## src/rtl/alut_apb_req_if.sv

```systemverilog
// rtl/alut_apb_req_if.sv - request/response and APB signal bundle for the ALUT APB requester
interface alut_apb_req_if #(
  parameter int ADDR_WIDTH = 7,
  parameter int DATA_WIDTH = 32
);
  logic                  req_valid;
  logic                  req_ready;
  logic                  req_write;
  logic [ADDR_WIDTH-1:0] req_addr;
  logic [DATA_WIDTH-1:0] req_wdata;
  logic                  rsp_valid;
  logic                  rsp_ready;
  logic                  rsp_write;
  logic [DATA_WIDTH-1:0] rsp_rdata;
  logic                  psel;
  logic                  penable;
  logic                  pwrite;
  logic [ADDR_WIDTH-1:0] paddr;
  logic [DATA_WIDTH-1:0] pwdata;
  logic [DATA_WIDTH-1:0] prdata;

  // slave: the requester block itself (accepts requests, drives the APB bus)
  modport slave (
    input  req_valid, req_write, req_addr, req_wdata, rsp_ready, prdata,
    output req_ready, rsp_valid, rsp_write, rsp_rdata,
    output psel, penable, pwrite, paddr, pwdata
  );

  modport master (
    output req_valid, req_write, req_addr, req_wdata, rsp_ready, prdata,
    input  req_ready, rsp_valid, rsp_write, rsp_rdata,
    input  psel, penable, pwrite, paddr, pwdata
  );
endinterface

```

## src/rtl/alut_apb_req.sv

```systemverilog
// rtl/alut_apb_req.sv - buffered APB2 master for the address-lookup-table register port
module alut_apb_req #(
  parameter int FIFO_DEPTH = 4,
  parameter int ADDR_WIDTH = 7,
  parameter int DATA_WIDTH = 32,
  parameter int LVL_W      = 3
) (
  input  logic             pclk,
  input  logic             p_reset,
  alut_apb_req_if.slave    bus,
  output logic             busy,
  output logic [LVL_W-1:0] fifo_level
);
  localparam int PTR_W = $clog2(FIFO_DEPTH);

  typedef enum logic [1:0] {IDLE, SETUP, ACCESS} state_e;

  typedef struct packed {
    logic                  write;
    logic [ADDR_WIDTH-1:0] addr;
    logic [DATA_WIDTH-1:0] wdata;
  } req_t;

  req_t                  mem_q [FIFO_DEPTH];
  logic [PTR_W-1:0]      wr_ptr_q, rd_ptr_q;
  logic [LVL_W-1:0]      level_q, level_d;
  state_e                state_q;
  logic                  psel_q, penable_q, pwrite_q;
  logic [ADDR_WIDTH-1:0] paddr_q;
  logic [DATA_WIDTH-1:0] pwdata_q;
  logic                  rsp_valid_q, rsp_write_q;
  logic [DATA_WIDTH-1:0] rsp_rdata_q;

  logic push, pop, rsp_free;
  req_t head;

  assign bus.req_ready = (level_q < LVL_W'(FIFO_DEPTH));
  assign push          = bus.req_valid && bus.req_ready;
  // A pop is only allowed when the completion it will produce has somewhere to land
  assign rsp_free      = !rsp_valid_q || bus.rsp_ready;
  assign pop           = (state_q == IDLE) && (level_q != '0) && rsp_free;
  assign head          = mem_q[rd_ptr_q];
  assign level_d       = level_q + LVL_W'(push) - LVL_W'(pop);

  always_ff @(posedge pclk) begin
    if (push) begin
      mem_q[wr_ptr_q] <= '{write: bus.req_write, addr: bus.req_addr, wdata: bus.req_wdata};
    end
  end

  always_ff @(posedge pclk) begin
    if (p_reset) begin
      wr_ptr_q    <= '0;
      rd_ptr_q    <= '0;
      level_q     <= '0;
      state_q     <= IDLE;
      psel_q      <= 1'b0;
      penable_q   <= 1'b0;
      pwrite_q    <= 1'b0;
      paddr_q     <= '0;
      pwdata_q    <= '0;
      rsp_valid_q <= 1'b0;
      rsp_write_q <= 1'b0;
      rsp_rdata_q <= '0;
    end else begin
      if (push) wr_ptr_q <= wr_ptr_q + PTR_W'(1);
      if (pop)  rd_ptr_q <= rd_ptr_q + PTR_W'(1);
      level_q <= level_d;

      if (rsp_valid_q && bus.rsp_ready) rsp_valid_q <= 1'b0;

      case (state_q)
        IDLE: begin
          if (pop) begin
            paddr_q  <= head.addr;
            pwrite_q <= head.write;
            pwdata_q <= head.write ? head.wdata : '0;
            psel_q   <= 1'b1;
            state_q  <= SETUP;
          end
        end
        SETUP: begin
          penable_q <= 1'b1;
          state_q   <= ACCESS;
        end
        ACCESS: begin
          psel_q      <= 1'b0;
          penable_q   <= 1'b0;
          rsp_valid_q <= 1'b1;
          rsp_write_q <= pwrite_q;
          rsp_rdata_q <= pwrite_q ? '0 : bus.prdata;
          state_q     <= IDLE;
        end
        default: state_q <= IDLE;
      endcase
    end
  end

  assign bus.psel      = psel_q;
  assign bus.penable   = penable_q;
  assign bus.pwrite    = pwrite_q;
  assign bus.paddr     = paddr_q;
  assign bus.pwdata    = pwdata_q;
  assign bus.rsp_valid = rsp_valid_q;
  assign bus.rsp_write = rsp_write_q;
  assign bus.rsp_rdata = rsp_rdata_q;

  assign busy       = (state_q != IDLE) || (level_q != '0);
  assign fifo_level = level_q;
endmodule

```

## src/flat_wrapper.sv

```systemverilog
// flat-port wrapper written by rule: the top's interface ports become plain ports
module alut_apb_req_flat 
#(
  parameter int FIFO_DEPTH = 4,
  parameter int ADDR_WIDTH = 7,
  parameter int DATA_WIDTH = 32,
  parameter int LVL_W      = 3
)
  (pclk, p_reset, busy, fifo_level, bus_req_valid, bus_req_write, bus_req_addr, bus_req_wdata, bus_rsp_ready, bus_prdata, bus_req_ready, bus_rsp_valid, bus_rsp_write, bus_rsp_rdata, bus_psel, bus_penable, bus_pwrite, bus_paddr, bus_pwdata);
  alut_apb_req_if #(.ADDR_WIDTH(ADDR_WIDTH), .DATA_WIDTH(DATA_WIDTH)) bus_i ();
  input  logic pclk;
  input  logic p_reset;
  output logic busy;
  output logic [LVL_W-1:0] fifo_level;
  input wire logic [$bits(bus_i.req_valid)-1:0] bus_req_valid;
  input wire logic [$bits(bus_i.req_write)-1:0] bus_req_write;
  input wire logic [$bits(bus_i.req_addr)-1:0] bus_req_addr;
  input wire logic [$bits(bus_i.req_wdata)-1:0] bus_req_wdata;
  input wire logic [$bits(bus_i.rsp_ready)-1:0] bus_rsp_ready;
  input wire logic [$bits(bus_i.prdata)-1:0] bus_prdata;
  output wire logic [$bits(bus_i.req_ready)-1:0] bus_req_ready;
  output wire logic [$bits(bus_i.rsp_valid)-1:0] bus_rsp_valid;
  output wire logic [$bits(bus_i.rsp_write)-1:0] bus_rsp_write;
  output wire logic [$bits(bus_i.rsp_rdata)-1:0] bus_rsp_rdata;
  output wire logic [$bits(bus_i.psel)-1:0] bus_psel;
  output wire logic [$bits(bus_i.penable)-1:0] bus_penable;
  output wire logic [$bits(bus_i.pwrite)-1:0] bus_pwrite;
  output wire logic [$bits(bus_i.paddr)-1:0] bus_paddr;
  output wire logic [$bits(bus_i.pwdata)-1:0] bus_pwdata;
  assign bus_i.req_valid = bus_req_valid;
  assign bus_i.req_write = bus_req_write;
  assign bus_i.req_addr = bus_req_addr;
  assign bus_i.req_wdata = bus_req_wdata;
  assign bus_i.rsp_ready = bus_rsp_ready;
  assign bus_i.prdata = bus_prdata;
  assign bus_req_ready = bus_i.req_ready;
  assign bus_rsp_valid = bus_i.rsp_valid;
  assign bus_rsp_write = bus_i.rsp_write;
  assign bus_rsp_rdata = bus_i.rsp_rdata;
  assign bus_psel = bus_i.psel;
  assign bus_penable = bus_i.penable;
  assign bus_pwrite = bus_i.pwrite;
  assign bus_paddr = bus_i.paddr;
  assign bus_pwdata = bus_i.pwdata;
  alut_apb_req #(.FIFO_DEPTH(FIFO_DEPTH), .ADDR_WIDTH(ADDR_WIDTH), .DATA_WIDTH(DATA_WIDTH), .LVL_W(LVL_W)) u_core (.pclk(pclk), .p_reset(p_reset), .bus(bus_i), .busy(busy), .fifo_level(fifo_level));
endmodule
```

## config.mk

```make
export PLATFORM = sky130hd
export DESIGN_NAME = alut_apb_req_flat
export DESIGN_NICKNAME = d
export VERILOG_FILES = /design/src/rtl/alut_apb_req_if.sv /design/src/rtl/alut_apb_req.sv /design/src/flat_wrapper.sv
export SDC_FILE = /design/constraint.sdc
export NUM_CORES = 1
export LEC_CHECK = 0
export ABC_CLOCK_PERIOD_IN_PS = 3510
export CORE_MARGIN = 2
export CORE_UTILIZATION = 54
export CTS_BUF_LIST = sky130_fd_sc_hd__clkbuf_4
export DETAILED_ROUTE_END_ITERATION = 10
export GPL_ROUTABILITY_DRIVEN = 0
export PLACE_DENSITY = 0.81
export RECOVER_POWER = 50
export SYNTH_ARGS = -nofsm -noshare
export SYNTH_HDL_FRONTEND = slang
export SYNTH_SLANG_ARGS = --single-unit
```

## constraint.sdc

```tcl
create_clock -name pclk -period 3.51 [get_ports pclk]
set_input_delay 0.702 -clock pclk [delete_from_list [all_inputs] [get_ports pclk]]
set_output_delay 0.702 -clock pclk [all_outputs]
set_load 0.01 [all_outputs]
```

==> flow_metrics.tcl, run 1 <==
set metrics [dict create \
    status "finished clean" \
    grt_max_degree 48 \
    grt_pass1_wl_um 28500 \
    hpwl_um 11000 \
    required_ns 2.81 \
    slew_headroom 0.0739 \
    synth_top_family_by_area "multiplexers" \
    pwr-share-clk 0.263 \
    internal-power_mw 5.79 \
    design.core.area_sq_um 16500 \
    combPwrFrac 0.281 \
    crit_start "u_core.state_q[0]" \
    period_needed_ns 2.65 \
    setup_viol 0 \
    maxCapViolations 0 \
    cp-start-kind "register" \
    fin_crit_sh 0.754 \
    syn_nets 654 \
    ys_seq_area_frac 0.724 \
    row_count 47 \
    clkSinkCount 247 \
    cts_setup_buffers 0 \
    ff2ff_setup_slack_ns 1.14 \
    area_delta_synth_final_pct 26.6 \
    clockBufferDepth 3 \
    routed_via_density 5.34 \
    start_util 0.549 \
    final_hold_viol_count 0 \
    hold_ws_ns 0.453 \
    port_buffers 156 \
    maxSlewViolCount 0 \
    synth_edf_count 160 \
    syn_inst 568 \
    crit_fanout 4 \
    postCtsHoldBufs 0 \
    path_buf_inv 2 \
    grt_usage 0.207 \
    fp.dieH_um 133 \
    tightest_slew_ns 1.39 \
    crit_path_top_delay_cell "clkdlybuf4s50_1" \
    critPathMaxStageDelay_ns 0.54 \
    avgSynthCellArea_sq_um 15.9 \
    layout-drive-gt1-share 0.171 \
    synth_mux_area_frac 0.108 \
    drt_first_iter_violations 290 \
    nets 844 \
    first_pass_iters 4 \
    ys_types 32 \
    reg2reg_depth 3 \
    cts_tree "built" \
    vdd.ir_drop.worst_mv 0.438 \
    yosys.area_share.simple 0.0652 \
    numCtsBuffers 58 \
    r2r-start "u_core.fifo_level[2]" \
    grt_pass1_vias 5722 \
    powerDensity_nw_per_um2 723 \
    finClkSkew_ns 0.0287 \
    synth_compound_area_frac 0.0538 \
    clk_latency_ns 0.67 \
    synth_xor_area_frac 0.00387 \
    rsz0062_at_grt "no" \
    hp-class "register to register" \
    synth_seq_cells 247 \
    die_area_sq_um 17800 \
    gr-total-overflow 0 \
    synthArstFlopShare 0 \
    end_kind "output port" \
    ios 157 \
    ctsResizeCount 0 \
    r2r-end "u_core.mem_q[2][24]" \
    drc_errors 0 \
    cts_root_buffer "clkbuf_4" \
    fin_setup_tns_ns 0 \
    htree_levels 2 \
    holdPathStages 2 \
    p_seq_frac 0.456 \
    wl_per_cell_um 17.7 \
    cp.depth 4 \
    synth-main-ff-cell "edfxtp_1" \
    crit_family "buffers and inverters" \
    wl_um 18200 \
    cp_cell_sequence "inv_1 > ha_1 > nand4_1 > clkdlybuf4s50_1" \
    vias 5487 \
    swShare 0.301 \
    clkTransAtPathRegs_ns 0.06 \
    die_w_um 133 \
    synth_fa_ha_area_frac 0.0147 \
    max_freq_mhz 378 \
    grt_antenna_before_repair 2 \
    critPathArrivalTime_ns 1.95 \
    syn-cell-area_sq_um 9040 \
    p_switching_mw 2.49 \
    antenna_left 0 \
    endpoint "busy" \
    cellLeakagePower_nw 3.91 \
    crit_type "register to output port" \
    yosysWarnings 0 \
]
-- through the flow --
stage          total power, mW  cell area, sq um  std cells  utilization  worst slack [ns]
5_1_grt                   8.76             11400       1025        0.695             0.724
2_1_floorplan             5.32              9040        568            -             0.941
3_5_place_dp              6.24             10800        918        0.655             0.683
4_1_cts                   8.45             11500       1025        0.699             0.767
6_report                  8.28             11500       1027        0.696             0.863
3_3_place_gp              6.16             10800        918        0.655             0.725
-- layer usage --
layer,vias up,global-route usage,routed length [um]
met5,-,0,0
met1,2665,0.259,7440
li1,2567,-,-
met4,0,0.0887,318
met2,224,0.346,9060
met3,31,0.0529,1340
-- power groups by stage --
stage / sequential (mW) / clock [mW] / combinational (mW)
after floorplan: 3.88 / 0 / 1.44
after global placement: 3.80 / 0 / 2.37
after detailed placement: 3.83 / 0 / 2.41
after CTS: 3.77 / 2.26 / 2.42
after global routing: 3.82 / 2.39 / 2.55
final: 3.78 / 2.18 / 2.33
-- synth_stat cells (2+ instances only) --
library cell  instances  area [sq um]
inv_1                10          37.5
nor2_1               43           161
clkbuf_1             14          52.6
xnor2_1               4          35.0
nand2_1              49           184
edfxtp_1            160          4800
nand3_1              31           155
buf_4                 4          30.0
buf_1                 2          7.51
mux4_1               13           342
ha_1                  9           113
buf_2                11          55.1
nor2b_1               3          18.8
nand3_2               2          20.0
or3_1                 2          12.5
a21oi_1              43           215
buf_6                 4          45.0
and2_1                4          25.0
buf_12                2          40.0
dfxtp_1              87          1740
mux4_2               27           608
a22oi_1              32           240
mux2i_1               3          30.0
-- state kept, by name (all words and copies together), names as in the netlist, named ones only --
name                  cells
u_core.bus.pwdata        32
u_core.wr_ptr_q           2
u_core.bus.rsp_valid      1
u_core.bus.rsp_write      1
u_core.bus.pwrite         1
u_core.bus.penable        1
u_core.bus.paddr          7
u_core.state_q            2
u_core.rd_ptr_q           2
u_core.bus.psel           1
u_core.fifo_level         3
u_core.bus.rsp_rdata     32
u_core.mem_q            160
-- worst min path at each step --
stage	from	to	slack, ns
floorplan	u_core.state_q[0]	u_core.state_q[0]	0.45
finish	u_core.bus.pwdata[29]	u_core.bus.pwdata[29]	0.45
global route	u_core.bus.pwdata[0]	u_core.bus.pwdata[0]	0.47
detailed placement	u_core.bus.pwdata[29]	u_core.bus.pwdata[29]	0.45
CTS	u_core.bus.pwdata[29]	u_core.bus.pwdata[29]	0.46
global placement	u_core.bus.pwdata[28]	u_core.bus.pwdata[28]	0.44
-- cells by family (layout without fill, tap and decap cells) --
| family | count (synthesis) | after routing |
|---|---|---|
| adder cells (fa/ha/maj) | 10 | 10 |
| XOR/XNOR | 4 | 4 |
| other | 0 | 2 |
| buffers and inverters | 49 | 286 |
| flip-flops | 247 | 247 |
| AND/OR/NAND/NOR | 136 | 136 |
| multiplexers | 43 | 43 |
| AO/OA/AOI/OAI | 79 | 79 |
-- worst register-to-register path, stage by stage (launching register included) --
cell	delay, ns
dfxtp_1	0.36
nor2b_1	0.46
and2_2	0.25
clkbuf_2	0.89
-- final cells by class --
class	count	area, sq um
flip-flops and latches	247	6550
fillers	1133	5010
multi-input cells	272	2230
repair buffers	167	1630
clock buffers	86	646
well taps	220	275
clock inverters	21	82.6
inverters	12	45.0
diodes	2	5.00
-- cell usage in the layout, fill, tap and decap left out, types with 2 or more instances in the layout --
cell	netlist	routed
and2_2	0	4
edfxtp_1	160	160
nor2_1	43	42
a21oi_1	43	43
dlygate4sd3_1	0	41
dfxtp_2	0	2
mux2i_1	3	3
nand2_1	49	49
clkinv_1	1	18
buf_4	4	6
mux4_1	13	13
xnor2_1	4	4
mux4_2	27	27
clkbuf_2	0	4
nor2b_1	3	3
clkdlybuf4s50_1	0	114
ha_1	9	9
clkinv_2	0	3
or3_1	2	2
clkbuf_4	0	86
a22oi_1	32	32
diode_2	0	2
nand3_1	31	32
dfxtp_1	87	85
inv_1	10	11
(Power assumes the default switching activity.)
==> run 2: changes to the inputs <==
Settings changed: ABC_CLOCK_PERIOD_IN_PS 3510 to 2800.
Clock period 3.51 ns to 2.8 ns, I/O delays scaled along.
==> flow_metrics.tcl, run 2 (synthesis gave the netlist of run 1 again) <==
set metrics [dict create \
    status "finished clean" \
    start_util 0.549 \
    antenna_left 0 \
    crit_path_top_delay_cell "clkdlybuf4s50_1" \
    end_kind "output port" \
    grt_antenna_before_repair 3 \
    pre_cts_slack_ns 0.0895 \
    crit_family "buffers and inverters" \
    cts_setup_buffers 0 \
    row_count 47 \
    fin_setup_tns_ns 0 \
    tightest_slew_ns 1.36 \
    port_buffers 156 \
    final_cells 1033 \
    first_pass_iters 5 \
    drt_first_iter_violations 286 \
    wl_met2_um 9650 \
    numCtsBuffers 59 \
    postLayoutCoreUtil 0.701 \
    grt_pass1_wl_um 29600 \
    clkTransAtPathRegs_ns 0.07 \
    design.core.area_sq_um 16500 \
    required_ns 2.24 \
    period_needed_ns 2.52 \
    vias 5561 \
    fp.dieH_um 133 \
    layout-drive-gt1-share 0.180 \
    ctsResizeCount 0 \
    area_delta_synth_final_pct 27.5 \
    cellLeakagePower_nw 3.95 \
    internal-power_mw 7.40 \
    highest_layer "met4" \
    rsz0062_at_grt "no" \
    nets 847 \
    grt_usage 0.215 \
    finClkSkew_ns 0.0269 \
    cp-start-kind "register" \
    crit_fanout 4 \
    powerDensity_nw_per_um2 920 \
    dp_cells 920 \
    fin_crit_sh 0.901 \
    gr-total-overflow 0 \
    top_register "u_core.mem_q" \
    wl_um 19100 \
    cts_tree "built" \
    maxCapViolations 0 \
    routed_via_density 5.38 \
    timing.final.ws_setup_ns 0.276 \
    slew_headroom 0.0920 \
    vdd.ir_drop.worst_mv 0.619 \
    met1_length_um 7730 \
    grt_max_degree 44 \
    grt_pass1_vias 5835 \
    hp-class "input port to register" \
    drc_errors 0 \
    hpwl_um 11500 \
    max_freq_mhz 396 \
    final_cell_mix "160 x edfxtp_1, 115 x clkdlybuf4s50_1, 88 x clkbuf_4" \
    cts_root_buffer "clkbuf_4" \
    die_w_um 133 \
    hold_ws_ns 0.426 \
    critPathArrivalTime_ns 1.96 \
    clkSinkCount 247 \
    maxSlewViolCount 0 \
    swShare 0.303 \
    p_seq_frac 0.446 \
    layout.cells.most_common "edfxtp_1" \
    htree_levels 2 \
    setup_viol 0 \
    crit_type "register to output port" \
    critPathMaxStageDelay_ns 0.54 \
    clk_latency_ns 0.66 \
    wl_met3_um 1380 \
    clockBufferDepth 3 \
    ios 157 \
    cp_cell_sequence "inv_1 > ha_1 > nand4_1 > clkdlybuf4s50_1" \
    p_switching_mw 3.22 \
    wl_per_cell_um 18.5 \
    path_buf_inv 2 \
    largest_reg_flops 160 \
    pwr-share-clk 0.270 \
    combPwrFrac 0.284 \
    die_area_sq_um 17800 \
    final_hold_viol_count 0 \
    postCtsHoldBufs 0 \
]
## run 2: changes by cell type in the layout (fill, tap and decap cells not counted)
cell             change
buf_12               +1
buf_4                +1
bufinv_16            +1
clkbuf_4             +2
clkdlybuf4s50_1      +1
clkinv_1             -1
clkinv_2             +1
diode_2              +1
dlygate4sd3_1        -1
inv_1                -1
inv_2                +1
nand3_1              -1
nand3_2              +1
## run 2: worst paths after layout
path,start,end,slack [ns],cells past startpoint
setup / recovery,u_core.state_q[1],busy,0.28,4
hold / removal,p_reset,register,0.43,2
setup reg to reg,u_core.fifo_level[2],u_core.mem_q[0][32],0.39,3
hold reg to reg,u_core.bus.pwdata[27],u_core.bus.pwdata[27],0.45,2
## run 2: worst register-to-register path, cell delays in order, from the launching register on
cell and delay [ns]:
dfxtp_1 0.37, nor2b_1 0.47, and2_2 0.23, clkbuf_2 0.92
## run 2: power groups by stage
stage               clock network, mW  registers (mW)  logic [mW]
global placement                    0            4.76        2.98
floorplan                           0            4.86        1.81
global route                     3.13            4.78        3.28
detailed placement                  0            4.80        3.09
finish                           2.87            4.74        3.01
CTS                              2.96            4.73        3.11
## run 2: metrics by stage
step	power [mW]	cell area (sq um)
floorplan	6.67	9040
global placement	7.74	10800
detailed placement	7.89	10800
CTS	10.8	11600
global route	11.2	11500
finish	10.6	11500
## run 2: final cells by class
type	count	area, sq um
diodes	3	7.51
clock buffers	88	661
clock inverters	22	114
fillers	1120	4930
inverters	12	45.0
multi-input cells	272	2230
flip-flops and latches	247	6550
well taps	220	275
repair buffers	169	1650
## run 2: layer usage
layer | track usage | vias to the layer above
met5 | 0 | -
met4 | 0.0792 | 0
met3 | 0.0578 | 29
met2 | 0.380 | 216
met1 | 0.253 | 2731
li1 | - | 2585
==> run 3: changes to the inputs <==
Settings changed: CORE_ASPECT_RATIO set to 0.9.
==> flow_metrics.tcl, run 3 (synthesis gave the netlist of run 1 again) <==
set metrics [dict create \
    status "finished clean" \
    htree_levels 2 \
    vdd.ir_drop.worst_mv 0.508 \
    cts_setup_buffers 0 \
    final_cells 1019 \
    hpwl_um 11600 \
    area_delta_synth_final_pct 27.3 \
    postCtsHoldBufs 0 \
    fp.dieH_um 127 \
    critPathArrivalTime_ns 2.02 \
    layout-drive-gt1-share 0.171 \
    clockBufferDepth 3 \
    cts_tree "built" \
    crit_family "buffers and inverters" \
    final_hold_viol_count 0 \
    start_util 0.557 \
    highest_layer "met4" \
    clkSinkCount 247 \
    slew_headroom 0.0860 \
    crit_path_top_delay_cell "clkdlybuf4s50_1" \
    grt_pass1_wl_um 29300 \
    gr-total-overflow 0 \
    cp-start-kind "register" \
    end_kind "output port" \
    first_pass_iters 5 \
    antenna_left 0 \
    tightest_slew_ns 1.37 \
    grt_usage 0.213 \
    period_needed_ns 2.58 \
    grt_max_degree 87 \
    clkTransAtPathRegs_ns 0.07 \
    wl_um 18800 \
    ctsResizeCount 0 \
    met1_length_um 7450 \
    cellLeakagePower_nw 3.93 \
    crit_fanout 4 \
    drt_first_iter_violations 299 \
    hold_ws_ns 0.454 \
    timing.final.ws_setup_ns 0.221 \
    finClkSkew_ns 0.0435 \
    required_ns 2.24 \
    fin_setup_tns_ns 0 \
    dp_cells 909 \
    largest_reg_flops 160 \
    wl_met3_um 1580 \
    die_w_um 140 \
    top_register "u_core.mem_q" \
    max_freq_mhz 388 \
    fin_crit_sh 0.921 \
    nets 846 \
    die_area_sq_um 17800 \
    wl_met2_um 9410 \
    cp_cell_sequence "inv_1 > ha_1 > nand4_1 > clkdlybuf4s50_1" \
    clk_latency_ns 0.68 \
    powerDensity_nw_per_um2 918 \
    crit_type "register to output port" \
    hp-class "register to register" \
    design.core.area_sq_um 16200 \
    vias 5522 \
    cts_root_buffer "clkbuf_4" \
    routed_via_density 5.42 \
    maxCapViolations 0 \
    critPathMaxStageDelay_ns 0.57 \
    layout.cells.most_common "edfxtp_1" \
    grt_antenna_before_repair 5 \
    final_cell_mix "160 x edfxtp_1, 115 x clkdlybuf4s50_1, 87 x clkbuf_4" \
    grt_pass1_vias 5798 \
    maxSlewViolCount 0 \
    numCtsBuffers 56 \
    rsz0062_at_grt "no" \
    row_count 44 \
    drc_errors 0 \
    port_buffers 156 \
    ios 157 \
    pre_cts_slack_ns 0.0515 \
    path_buf_inv 2 \
    setup_viol 0 \
    wl_per_cell_um 18.4 \
]
==> run 3: cell type report <==
| class | instances | area (sq um) |
|---|---|---|
| fillers | 1083 | 4720 |
| repair buffers | 171 | 1670 |
| flip-flops and latches | 247 | 6550 |
| clock inverters | 18 | 98.8 |
| multi-input cells | 272 | 2230 |
| diodes | 5 | 12.5 |
| clock buffers | 87 | 653 |
| inverters | 12 | 45.0 |
| well taps | 207 | 259 |
==> run 3: final timing paths <==
kind                   startpoint  slack (ns)                   end  cells past startpoint
max             u_core.state_q[0]        0.22                  busy                      4
min           u_core.bus.paddr[1]        0.45   u_core.bus.paddr[1]                      2
max reg2reg  u_core.fifo_level[2]        0.45  u_core.fifo_level[2]                     10
min reg2reg   u_core.bus.paddr[1]        0.45   u_core.bus.paddr[1]                      2
==> run 3: layer usage <==
layer  up-vias  global-route usage
li1       2575                   -
met1      2658               0.245
met2       258               0.371
met3        31              0.0778
met4         0              0.0737
met5         -                   0
==> run 3: power by group <==
part | internal (mW) | switching (mW)
registers | 4.46 | 0.249
clock network | 1.51 | 1.33
logic | 1.41 | 1.62
==> run 3: worst register-to-register path, stage by stage (launching register included) <==
cell,delay (ns)
dfxtp_1,0.35
or3_1,0.42
nand3_2,0.10
inv_2,0.04
ha_1,0.26
inv_1,0.04
ha_1,0.20
fa_1,0.38
xnor2_1,0.19
xnor2_1,0.15
nor2_1,0.07
==> run 3: per-stage QoR <==
step                      power [mW]  instance area [sq um]   util
final                           10.6                  11500  0.709
after global routing            11.2                  11500  0.709
after CTS                       10.7                  11500  0.710
after detailed placement        7.86                  10800  0.664
after global placement          7.71                  10800  0.664
after floorplan                 6.67                   9040      -
